## src/rtl/shift_pkg.sv

```systemverilog
// Shared types and width helper for the rotate request stage and the rotator.
// Latency: n/a (declarations only).
// Backpressure: n/a.
package shift_pkg;

    typedef enum logic [1:0] {
        IDLE,
        REDUCE,
        HOLD
    } shift_state_t;

    // Width of a rotate amount able to hold 0..N (one spare bit for the remainder).
    function automatic int amt_w(input int n);
        return $clog2(n) + 1;
    endfunction

endpackage

```

## src/rtl/mod_reduce_step.sv

```systemverilog
// One restoring-remainder step: shift in the next amount bit, subtract N if it overflows.
// Latency: combinational.
// Backpressure: none, pure function of its inputs.
module mod_reduce_step
    import shift_pkg::*;
#(
    parameter int N  = 8,
    parameter int MW = amt_w(N)
) (
    input  logic [MW-1:0] r,
    input  logic          a_bit,
    output logic [MW-1:0] r_next
);

    localparam logic [MW:0] N_EXT = (MW + 1)'(N);

    logic [MW:0] shifted;

    assign shifted = {r, a_bit};

    // Remainder stays below N because the shifted value is always below 2N.
    always_comb begin
        r_next = shifted[MW-1:0];
        if (shifted >= N_EXT) begin
            r_next = MW'(shifted - N_EXT);
        end
    end

endmodule

```

## src/rtl/shift_amount_reducer.sv

```systemverilog
// Rotate request stage: captures data/direction and reduces the shift count modulo N.
// Latency: 1 cycle when amount < N, AW+1 cycles otherwise (one amount bit per cycle).
// Backpressure: holds outputs while out_ready_i is low; req_ready_o follows out_ready_i in HOLD.
module shift_amount_reducer
    import shift_pkg::*;
#(
    parameter int N  = 8,
    parameter int AW = 8
) (
    input  logic                clk_i,
    input  logic                rst_ni,
    input  logic                req_valid_i,
    output logic                req_ready_o,
    input  logic [N-1:0]        req_data_i,
    input  logic [AW-1:0]       req_amount_i,
    input  logic                req_direction_i,
    output logic                out_valid_o,
    input  logic                out_ready_i,
    output logic [N-1:0]        out_data_o,
    output logic [amt_w(N)-1:0] out_amount_o,
    output logic                out_direction_o
);

    localparam int MW = amt_w(N);
    localparam int IW = (AW > 1) ? $clog2(AW) : 1;
    localparam logic [IW-1:0] IDX_TOP = IW'(AW - 1);
    localparam logic [AW-1:0] N_AW = AW'(N);

    shift_state_t  state;
    logic [AW-1:0] amt_q;
    logic [IW-1:0] idx_q;
    logic [MW-1:0] rem_q;
    logic [MW-1:0] rem_next;
    logic          accept;
    logic          short_amt;

    assign req_ready_o  = (state == IDLE) | ((state == HOLD) & out_ready_i);
    assign accept       = req_valid_i & req_ready_o;
    assign short_amt    = (req_amount_i < N_AW);
    assign out_amount_o = rem_q;

    mod_reduce_step #(
        .N  (N),
        .MW (MW)
    ) u_step (
        .r      (rem_q),
        .a_bit  (amt_q[idx_q]),
        .r_next (rem_next)
    );

    // Control and capture: accept from IDLE or HOLD hand-off, walk amount bits MSB first in REDUCE.
    always_ff @(posedge clk_i or negedge rst_ni) begin
        if (!rst_ni) begin
            state           <= IDLE;
            out_valid_o     <= 1'b0;
            out_data_o      <= '0;
            out_direction_o <= 1'b0;
            amt_q           <= '0;
            idx_q           <= '0;
            rem_q           <= '0;
        end else if (accept) begin
            out_data_o      <= req_data_i;
            out_direction_o <= req_direction_i;
            amt_q           <= req_amount_i;
            if (short_amt) begin
                rem_q       <= req_amount_i[MW-1:0];
                state       <= HOLD;
                out_valid_o <= 1'b1;
            end else begin
                rem_q       <= '0;
                idx_q       <= IDX_TOP;
                state       <= REDUCE;
                out_valid_o <= 1'b0;
            end
        end else begin
            case (state)
                REDUCE: begin
                    rem_q <= rem_next;
                    if (idx_q == '0) begin
                        state       <= HOLD;
                        out_valid_o <= 1'b1;
                    end else begin
                        idx_q <= idx_q - 1'b1;
                    end
                end
                HOLD: begin
                    if (out_ready_i) begin
                        state       <= IDLE;
                        out_valid_o <= 1'b0;
                    end
                end
                default: begin
                    state <= IDLE;
                end
            endcase
        end
    end

endmodule

```

## config.mk

```make
export PLATFORM = sky130hd
export DESIGN_NAME = shift_amount_reducer
export DESIGN_NICKNAME = d
export VERILOG_FILES = /design/src/rtl/shift_pkg.sv /design/src/rtl/mod_reduce_step.sv /design/src/rtl/shift_amount_reducer.sv
export SDC_FILE = /design/constraint.sdc
export NUM_CORES = 1
export LEC_CHECK = 0
export ABC_AREA = 0
export CAP_MARGIN = 20
export CORE_MARGIN = 4
export CORE_UTILIZATION = 25
export CTS_BUF_LIST = sky130_fd_sc_hd__clkbuf_8
export CTS_CLUSTER_DIAMETER = 150
export DETAILED_ROUTE_END_ITERATION = 7
export MAX_ROUTING_LAYER = met4
export PLACE_DENSITY = 0.51
export SLEW_MARGIN = 10
export SYNTH_ARGS = -nofsm -noshare
export SYNTH_HDL_FRONTEND = slang
export SYNTH_HIERARCHICAL = 1
export SYNTH_SLANG_ARGS = --single-unit
```

## constraint.sdc

```tcl
create_clock -name clk_i -period 3.6 [get_ports clk_i]
set_clock_uncertainty 0.05 [all_clocks]
set_input_delay 0.9 -clock clk_i [delete_from_list [all_inputs] [get_ports clk_i]]
set_output_delay 0.9 -clock clk_i [all_outputs]
set_load 0.03 [all_outputs]
```

==> key figures, run 1 <==
Status
  – Status: finished clean

Pwr
  – P_leak: ~0.8 nW
  – Post-layout power: about 1.4 mW
  – Pwr dens: 828.4 mW/mm²
  – Peak supply drop: roughly 0.00037 V

Global route
  – Pin count of the biggest net entering global routing: 28
  – Vias in the first global route: 1061
  – Met3 Use GR: 0.03175
  – Initial antenna violation count: 0
  – Global-route wire length before repair: approximately 4900 µm
  – Grt total ovfl: 0
  – Total GRT Usage: 0.09980
  – Busiest layer in global routing: met2
  – GR Layer Usage met1: 0.1311
  – Met2 usage: 0.1566

Finish
  – Final #Nets: 195
  – Most common cell after layout, fill and taps aside: nand2_1
  – Antenna cells: 0
  – Highest-count cells in the layout ignoring fill and taps: 62 x nand2_1, 35 x clkdlybuf4s50_1, 27 x dfrtp_1, 6 x nor2_1
  – Layout area overhead: 35.62%
  – Final std cells w/o fill: about 240
  – Share of layout cells above drive strength 1: 0.07018

Routing
  – Final wirelength: between 2000 and 3000 µm
  – Drt initial violations: 30
  – Via density per instance: ~4.2
  – DRT Pass-1 Iters: 4
  – Routed vias: 1008
  – ANT nets after route: 0
  – WL per Instance: between 10 and 15 µm
  – DRC violations left: 0

CTS
  – Clk slew on worst S/H paths: approximately 80 ps
  – CTS Root Cell: clkbuf_8
  – Cts bufs inserted: 3
  – Skew-Pair Late Insertion Delay: approximately 270 ps
  – CTS H-tree depth: 1
  – CTS Buffer Depth: 2
  – Post-CTS setup buffer count: 0
  – CTS Hold Bufs: 0
  – Clk sinks: 27
  – Post-CTS Resized: 0
  – CTS tree: built

Die
  – Die H: around 80 µm
  – Std-Cell Rows: 25
  – Die ar.: 0.006245 mm²
  – Starting Density: 0.2618
  – Core area: between 0.004 and 0.005 mm²
  – Die W: between 70 and 80 µm
  – # IOs: 36

Worst setup path
  – Crit Path Class: input port to output port
  – RR Endpoint: out_valid_o
  – FF-to-FF path depth: 5
  – CP required: 2650 ps
  – Crit-path max FO: 3
  – FF-to-FF Start: state[0]
  – Reg2reg setup slack: ~2000 ps
  – CP Launch Type: input port
  – Critical path arrival: around 2400 ps
  – CP endpoint kind: output port

Placed design
  – GPL Wtd Cong: around 0.7
  – Final HPWL DP: ~2200 µm
  – Dpl cells: around 230
  – Port Buffers: 35

Synth
  – Seq cells post-synth: 27
  – Cell Area, Synth: about 0.0013 mm²
  – Synthesized net count: around 160
  – Syn Inst Count: ~140
  – Synth unique cells: 26
  – Part of the Yosys area used for sequential elements: 0.5357
  – Syn_area_per_cell: between 9 and 10 µm²
  – Yosys warns: 6

Worst hold path
  – Hold EP: amt_q[7]
  – Hold path depth: 2
  – Hold_sp: amt_q[7]
  – Hold/Removal Path Class: flip-flop to flip-flop

Timing
  – Slew headroom: 0.5352
  – Final Max Slew Viols: 0
  – Setup violators final: 0
  – Fmax: between 0.2 and 0.3 GHz
  – Post-route setup TNS: 0 ps
  – Hold Violations, Final: 0
  – Final min period: approximately 3400 ps
  – Final Cycle Share: 0.9388
  – Actual slew at the worst max-slew pin: between 600 and 700 ps
  – RSZ-0062 raised after global routing: false

Flow run
  – Max-Cap Viols: 0
cells in the mapped netlist:
master | n | share of area
a21boi_1 | 1 | 0.0060
a21oi_1 | 3 | 0.012
a31oi_1 | 3 | 0.015
and2_1 | 1 | 0.0050
buf_2 | 3 | 0.012
buf_4 | 3 | 0.018
clkbuf_1 | 2 | 0.0060
dfrtp_1 | 27 | 0.54
ha_1 | 2 | 0.020
inv_1 | 2 | 0.0060
mux2_2 | 1 | 0.0089
mux2i_1 | 1 | 0.0079
mux4_2 | 2 | 0.036
nand2_1 | 62 | 0.18
nand2b_1 | 3 | 0.015
nand3_1 | 4 | 0.016
nor2_1 | 6 | 0.018
nor2_4 | 1 | 0.0089
nor2b_1 | 4 | 0.020
nor2b_4 | 1 | 0.011
o211ai_1 | 1 | 0.0060
o21ai_0 | 1 | 0.0040
o21ai_2 | 1 | 0.0069
or4_4 | 1 | 0.0089
xnor2_1 | 1 | 0.0069
xor2_1 | 1 | 0.0069
layer usage:
| layer | share of wire | routed length (µm) | vias to the layer above |
|---|---|---|---|
| met3 | 0.060 | 171 | 0 |
| met1 | 0.47 | 1329 | 474 |
| li1 | - | - | 503 |
| met4 | 0 | 0 | 0 |
| met5 | 0 | 0 | - |
| met2 | 0.47 | 1326 | 31 |
cell type report:
cell class	instances	area [µm²]
Fill cell	509	3107
Clock buffer	3	41.29
Timing Repair Buffer	37	365.4
Clock inverter	1	3.754
Sequential cell	27	675.6
Inverter	2	7.507
Multi-Input combinational cell	101	533.0
Tap cell	67	83.83
registers in the layout, summed over array words and instances (netlist names):
name and cells:
state 2, amt_q 8, out_valid_o 1, out_amount_o 4, out_data_o 8, idx_q 3
out_direction_o 1
worst max path at each step:
stage           startpoint           to  depth (start not counted)
6_report       out_ready_i  req_ready_o                          4
5_1_grt        out_ready_i  req_ready_o                          4
4_1_cts        out_ready_i  req_ready_o                          4
3_5_place_dp   out_ready_i  req_ready_o                          4
3_3_place_gp   out_ready_i  req_ready_o                          4
2_1_floorplan  out_ready_i  req_ready_o                          2
kinds of logic (layout without fill, tap and decap cells):
group	after synthesis	after routing	synth area share
adders and majority gates	2	2	0.01984
xor gates and xnor gates	2	2	0.01389
muxes	4	4	0.05258
and+or+nand+nor	83	83	0.2867
DFF	27	27	0.5357
AOI/OAI and AO/OA	10	10	0.04960
buffers and inverters	10	43	0.04167
worst max-delay path, cell delays in order:
cell,delay [ps]
clkdlybuf4s50_1,500
nand2b_1,140
nor2b_1,190
clkdlybuf4s50_1,690
metrics by stage:
step	hold WS (ps)	util	cell area (µm²)	worst slack [ps]
4_1_cts	439.2	0.3551	1710	210.5
6_report	431.3	0.3551	1710	220.3
5_1_grt	463.5	0.3551	1710	152.3
2_1_floorplan	390.3	-	1261	1147
3_5_place_dp	415.8	0.3457	1665	216.4
3_3_place_gp	406.0	0.3457	1665	279.8
power by group:
part,internal [mW],switching (mW)
combinational,0.308,0.397
clock,0.0764,0.0909
sequential,0.444,0.101
total,0.828,0.589
Note: power is estimated with default switching activity, not from simulation.
==> run 2, diff against run 1 <==
--- a/config.mk
+++ b/config.mk
@@ -5,15 +5,15 @@
 export SDC_FILE = /design/constraint.sdc
 export NUM_CORES = 1
 export LEC_CHECK = 0
-export ABC_AREA = 0
 export CAP_MARGIN = 20
 export CORE_MARGIN = 4
 export CORE_UTILIZATION = 25
 export CTS_BUF_LIST = sky130_fd_sc_hd__clkbuf_8
 export CTS_CLUSTER_DIAMETER = 150
 export DETAILED_ROUTE_END_ITERATION = 7
+export DONT_BUFFER_PORTS = 1
 export MAX_ROUTING_LAYER = met4
-export PLACE_DENSITY = 0.51
+export PLACE_DENSITY = 0.42
 export SLEW_MARGIN = 10
 export SYNTH_ARGS = -nofsm -noshare
 export SYNTH_HDL_FRONTEND = slang
==> constraint.sdc (replaced) <==
create_clock -name clk_i -period 3.8 [get_ports clk_i]
set_clock_uncertainty 0.05 [all_clocks]
set_input_delay 0.95 -clock clk_i [delete_from_list [all_inputs] [get_ports clk_i]]
set_output_delay 0.95 -clock clk_i [all_outputs]
set_load 0.03 [all_outputs]
==> key figures, run 2 (synthesis gave the netlist of run 1 again) <==
CTS
  – Clk slew on worst S/H paths: around 100 ps
  – Post-CTS Resized: 0
  – CTS tree: built
  – CTS Root Cell: clkbuf_8
  – Post-CTS setup buffer count: 0
  – CTS Hold Bufs: 0
  – Skew-Pair Late Insertion Delay: approximately 280 ps
  – CTS Buffer Depth: 2
  – Cts bufs inserted: 3
  – CTS H-tree depth: 1
  – Clk sinks: 27

Finish
  – Finished Cell Area: 0.001349 mm²
  – Share of layout cells above drive strength 1: 0.08209
  – Most common cell after layout, fill and taps aside: nand2_1
  – Layout filler cell count: 550
  – Final #Nets: around 160
  – Layout area overhead: 6.944%
  – Highest-count cells in the layout ignoring fill and taps: 62 x nand2_1, 27 x dfrtp_1, 6 x nor2_1, 4 x nor2b_1, 4 x nand3_1
  – Antenna cells: 0
  – Final std cells w/o fill: approximately 200

Worst setup path
  – Reg2reg setup slack: 1910 ps
  – Critical path arrival: between 1500 and 2000 ps
  – Worst path top cell family by delay: simple AND/OR/NAND/NOR gates
  – CP endpoint kind: output port
  – RR Endpoint: out_valid_o
  – Worst path bufs/invs: 0
  – Crit Path Class: input port to output port
  – CP Launch Type: input port
  – CP required: about 2800 ps
  – FF-to-FF path depth: 4
  – CP max stage cell: nor2b_1
  – FF-to-FF Start: state[0]
  – Crit-path max FO: 3
  – Crit-path max cell delay: 540 ps
  – Critical-path cell list: nand2b_1 > nor2b_1

Placed design
  – DP Area: ~0.0013 mm²
  – Port Buffers: 0
  – Final HPWL DP: 2035 µm
  – Dpl cells: 197
  – GPL Wtd Cong: 0.7284

Worst hold path
  – Hold/Removal Path Class: input port to asynchronous set/reset pin

Timing
  – Post-route setup TNS: 0 ps
  – Fmax: ~0.38 GHz
  – RSZ-0062 raised after global routing: false
  – Final Cycle Share: 0.6848
  – Setup violators final: 0
  – Actual slew at the worst max-slew pin: 885.2 ps
  – Hold Violations, Final: 0
  – Final min period: approximately 2600 ps
  – Final Max Slew Viols: 0
  – Slew headroom: 0.4099

Die
  – Die ar.: roughly 0.0062 mm²
  – Core area: about 0.0048 mm²
  – Std-Cell Rows: 25
  – Die W: a little under 80 µm
  – Die H: just under 80 µm
  – # IOs: 36
  – Starting Density: 0.2618

Global route
  – Global-route wire length before repair: around 4700 µm
  – Grt total ovfl: 0
  – Total GRT Usage: 0.09889
  – Vias in the first global route: 962
  – Pin count of the biggest net entering global routing: 28
  – Initial antenna violation count: 0

Status
  – Status: finished clean

Pwr
  – Pwr dens: roughly 880 mW/mm²
  – Peak supply drop: between 0.0003 and 0.0004 V
  – P_leak: approximately 0.64 nW

Routing
  – Routed vias: around 870
  – ANT nets after route: 0
  – DRT Pass-1 Iters: 3
  – DRC violations left: 0
  – WL per Instance: approximately 14 µm
  – Via density per instance: 4.348
  – Final wirelength: roughly 2800 µm
  – Drt initial violations: 33

Flow run
  – Max-Cap Viols: 0
==> run 2: worst max path at each step <==
stage	start	endpoint	slack [ps]	cells after the start
floorplan	out_ready_i	req_ready_o	1250	2
global placement	out_ready_i	req_ready_o	1220	2
detailed placement	out_ready_i	req_ready_o	1190	2
CTS	out_ready_i	req_ready_o	1190	2
global route	out_ready_i	req_ready_o	1130	2
finish	out_ready_i	req_ready_o	1200	2
==> run 2: final cells by class <==
type                    instances  area (µm²)  share of cell area
flip-flops and latches         27       675.6              0.5009
well taps                      67       83.83             0.06215
inverters                       2       7.507            0.005566
clock buffers                   3       41.29             0.03061
clock inverters                 1       7.507            0.005566
multi-input cells             101       533.0              0.3952
==> run 2: where the power goes <==
part / switching (mW) / total, mW / internal, mW / leakage [nW]
Sequential: 0.245 / 0.663 / 0.418 / 0.328
Clock: 0.0962 / 0.171 / 0.0746 / 0.0217
Combinational: 0.196 / 0.347 / 0.151 / 0.286
==> run 2: metal layers <==
layer	vias to the layer above	GRT usage	part of all wire
met5	-	-	0
met1	419	0.1192	0.44
met4	0	0.01031	0
met2	27	0.1566	0.46
li1	428	-	-
met3	0	0.04762	0.092
==> run 2: metrics by stage <==
step | hold slack (ps) | total power, mW | util | setup WS, ps
6_report | 298.8 | 1.181 | 0.2800 | 1198
5_1_grt | 276.2 | 1.283 | 0.2800 | 1134
4_1_cts | 290.8 | 1.200 | 0.2800 | 1192
3_5_place_dp | 411.2 | 1.026 | 0.2699 | 1190
3_3_place_gp | 407.5 | 1.007 | 0.2699 | 1217
2_1_floorplan | 390.3 | 0.9698 | - | 1247
==> run 2: worst reg2reg max path, stage by stage (launching register included) <==
cell,delay [ps]
dfrtp_1,450
nor2b_1,160
and2_1,730
o21ai_2,210
a21boi_1,190
==> run 3, diff against run 2 <==
==> constraint.sdc (replaced) <==
create_clock -name clk_i -period 2.5 [get_ports clk_i]
set_clock_uncertainty 0.05 [all_clocks]
set_input_delay 0.625 -clock clk_i [delete_from_list [all_inputs] [get_ports clk_i]]
set_output_delay 0.625 -clock clk_i [all_outputs]
set_load 0.03 [all_outputs]
==> key figures, run 3 (synthesis gave the netlist of run 1 again) <==
Worst setup path
  – CP max stage cell: dfrtp_1
  – CP required: between 1500 and 2000 ps
  – CP Launch Type: flip-flop
  – RR Endpoint: out_data_o[2]
  – Critical path arrival: around 1200 ps
  – Worst path bufs/invs: 1
  – Crit-path max cell delay: roughly 430 ps
  – Crit Path Class: flip-flop to output port
  – CP endpoint kind: output port
  – FF-to-FF Start: state[0]
  – Critical-path cell list: nand2b_1 > nor2b_1 > buf_4
  – Reg2reg setup slack: just over 900 ps
  – Worst path top cell family by delay: flip-flops
  – FF-to-FF path depth: 5
  – Crit-path max FO: 5

Global route
  – Grt total ovfl: 0
  – Vias in the first global route: 971
  – Met3 Use GR: 0.03401
  – Global-route wire length before repair: between 4000 and 5000 µm
  – Initial antenna violation count: 0
  – Met2 usage: 0.1532
  – GR Layer Usage met1: 0.1267
  – Busiest layer in global routing: met2
  – Pin count of the biggest net entering global routing: 28
  – Total GRT Usage: 0.09978

Placed design
  – GPL Wtd Cong: 0.7516
  – Dpl cells: roughly 200
  – Port Buffers: 0
  – Final HPWL DP: roughly 2100 µm
  – Setup WS pre-CTS: about 720 ps

Timing
  – Hold Violations, Final: 0
  – Min Hold Slack: 106.7 ps
  – RSZ-0062 raised after global routing: false
  – Worst setup margin: slightly above 600 ps
  – Slew headroom: 0.5516
  – Final min period: approximately 1900 ps
  – Post-route setup TNS: 0 ps
  – Fmax: approximately 0.53 GHz
  – Setup violators final: 0
  – Actual slew at the worst max-slew pin: 670.9 ps
  – Final Cycle Share: 0.7506
  – Final Max Slew Viols: 0

Finish
  – Most common cell after layout, fill and taps aside: nand2_1
  – Multi-input logic area: around 530 µm²
  – Layout filler cell count: 524
  – Antenna cells: 0
  – Reg area: 675.6 µm²
  – Layout area overhead: 9.523%
  – Highest-count cells in the layout ignoring fill and taps: 62 x nand2_1, 27 x dfrtp_1, 6 x nor2_1, 4 x nor2b_1, 4 x nand3_1
  – Share of layout cells above drive strength 1: 0.1022
  – Final #Nets: 161
  – Final std cells w/o fill: around 200

Worst hold path
  – Hold/Removal Path Class: input port to asynchronous set/reset pin

Die
  – Starting Density: 0.2618
  – Die ar.: around 0.0062 mm²
  – # IOs: 36
  – Core area: around 0.0048 mm²
  – Die W: a little under 80 µm
  – Std-Cell Rows: 25
  – Die H: 79.03 µm

Pwr
  – P_leak: roughly 0.66 nW
  – Pwr dens: between 1000 and 1500 mW/mm²
  – Peak supply drop: ~0.00040 V

CTS
  – CTS H-tree depth: 1
  – Clk slew on worst S/H paths: 90 ps
  – CTS Buffer Depth: 2
  – Post-CTS setup buffer count: 0
  – Post-CTS Resized: 0
  – Skew-Pair Late Insertion Delay: ~270 ps
  – CTS tree: built
  – Clk sinks: 27
  – Cts bufs inserted: 3
  – CTS Root Cell: clkbuf_8

Routing
  – DRT Pass-1 Iters: 4
  – Final wirelength: roughly 2700 µm
  – WL per Instance: between 10 and 15 µm
  – DRC violations left: 0
  – Routed vias: 876
  – Drt initial violations: 41
  – ANT nets after route: 0
  – Via density per instance: about 4.3

Status
  – Status: finished clean

Flow run
  – Max-Cap Viols: 0
run 3: cell count changes in the layout (fill, tap and decap cells not counted), sizes merged:
| cell | change |
|---|---|
| clkinvlp | -1 |
| clkinv | +1 |
| buf | +3 |
run 3: timing repair:
action,4_1_cts,5_1_grt
endpoints found under the setup margin,0,0
hold buffers,1,0
endpoints found under the hold margin,27,0
run 3: metal layers:
metal / vias to the layer above / wire, µm
met5: - / 0
met4: 0 / 7
met3: 2 / 219
met2: 28 / 1260
met1: 412 / 1258
li1: 434 / -
run 3: worst reg2reg max path, cell delays in order, from the launching register on:
cell and delay (ps):
dfrtp_1 450, nor2b_1 170, and2_1 460, buf_4 280, nand2_1 70, nand2_1 50
run 3: final cells by class:
cell class                      count  area share
Clock inverter                      1    0.003623
Tap cell                           67     0.06069
Timing Repair Buffer                3     0.02536
Multi-Input combinational cell    101      0.3859
Sequential cell                    27      0.4891
Clock buffer                        3     0.02989
Inverter                            2    0.005435
run 3: per-stage QoR:
| stage | util | total power [mW] | area (µm²) |
|---|---|---|---|
| floorplan | - | 1.474 | 1261 |
| global placement | 0.2730 | 1.552 | 1315 |
| detailed placement | 0.2730 | 1.580 | 1315 |
| CTS | 0.2868 | 1.846 | 1381 |
| global route | 0.2868 | 1.980 | 1381 |
| finish | 0.2868 | 1.817 | 1381 |
run 3: worst max path at each step:
stage | slack (ps) | cells past startpoint | to | start
6_report | 620 | 3 | req_ready_o | state[1]
4_1_cts | 630 | 3 | req_ready_o | state[1]
3_5_place_dp | 720 | 3 | req_ready_o | out_ready_i
5_1_grt | 530 | 3 | req_ready_o | state[1]
3_3_place_gp | 750 | 3 | req_ready_o | out_ready_i
2_1_floorplan | 600 | 2 | req_ready_o | out_ready_i
run 3: power by group:
part | internal (mW) | leakage [nW] | switching [mW]
logic | 0.249 | 0.305 | 0.311
clock network | 0.112 | 0.0255 | 0.137
registers | 0.636 | 0.328 | 0.372
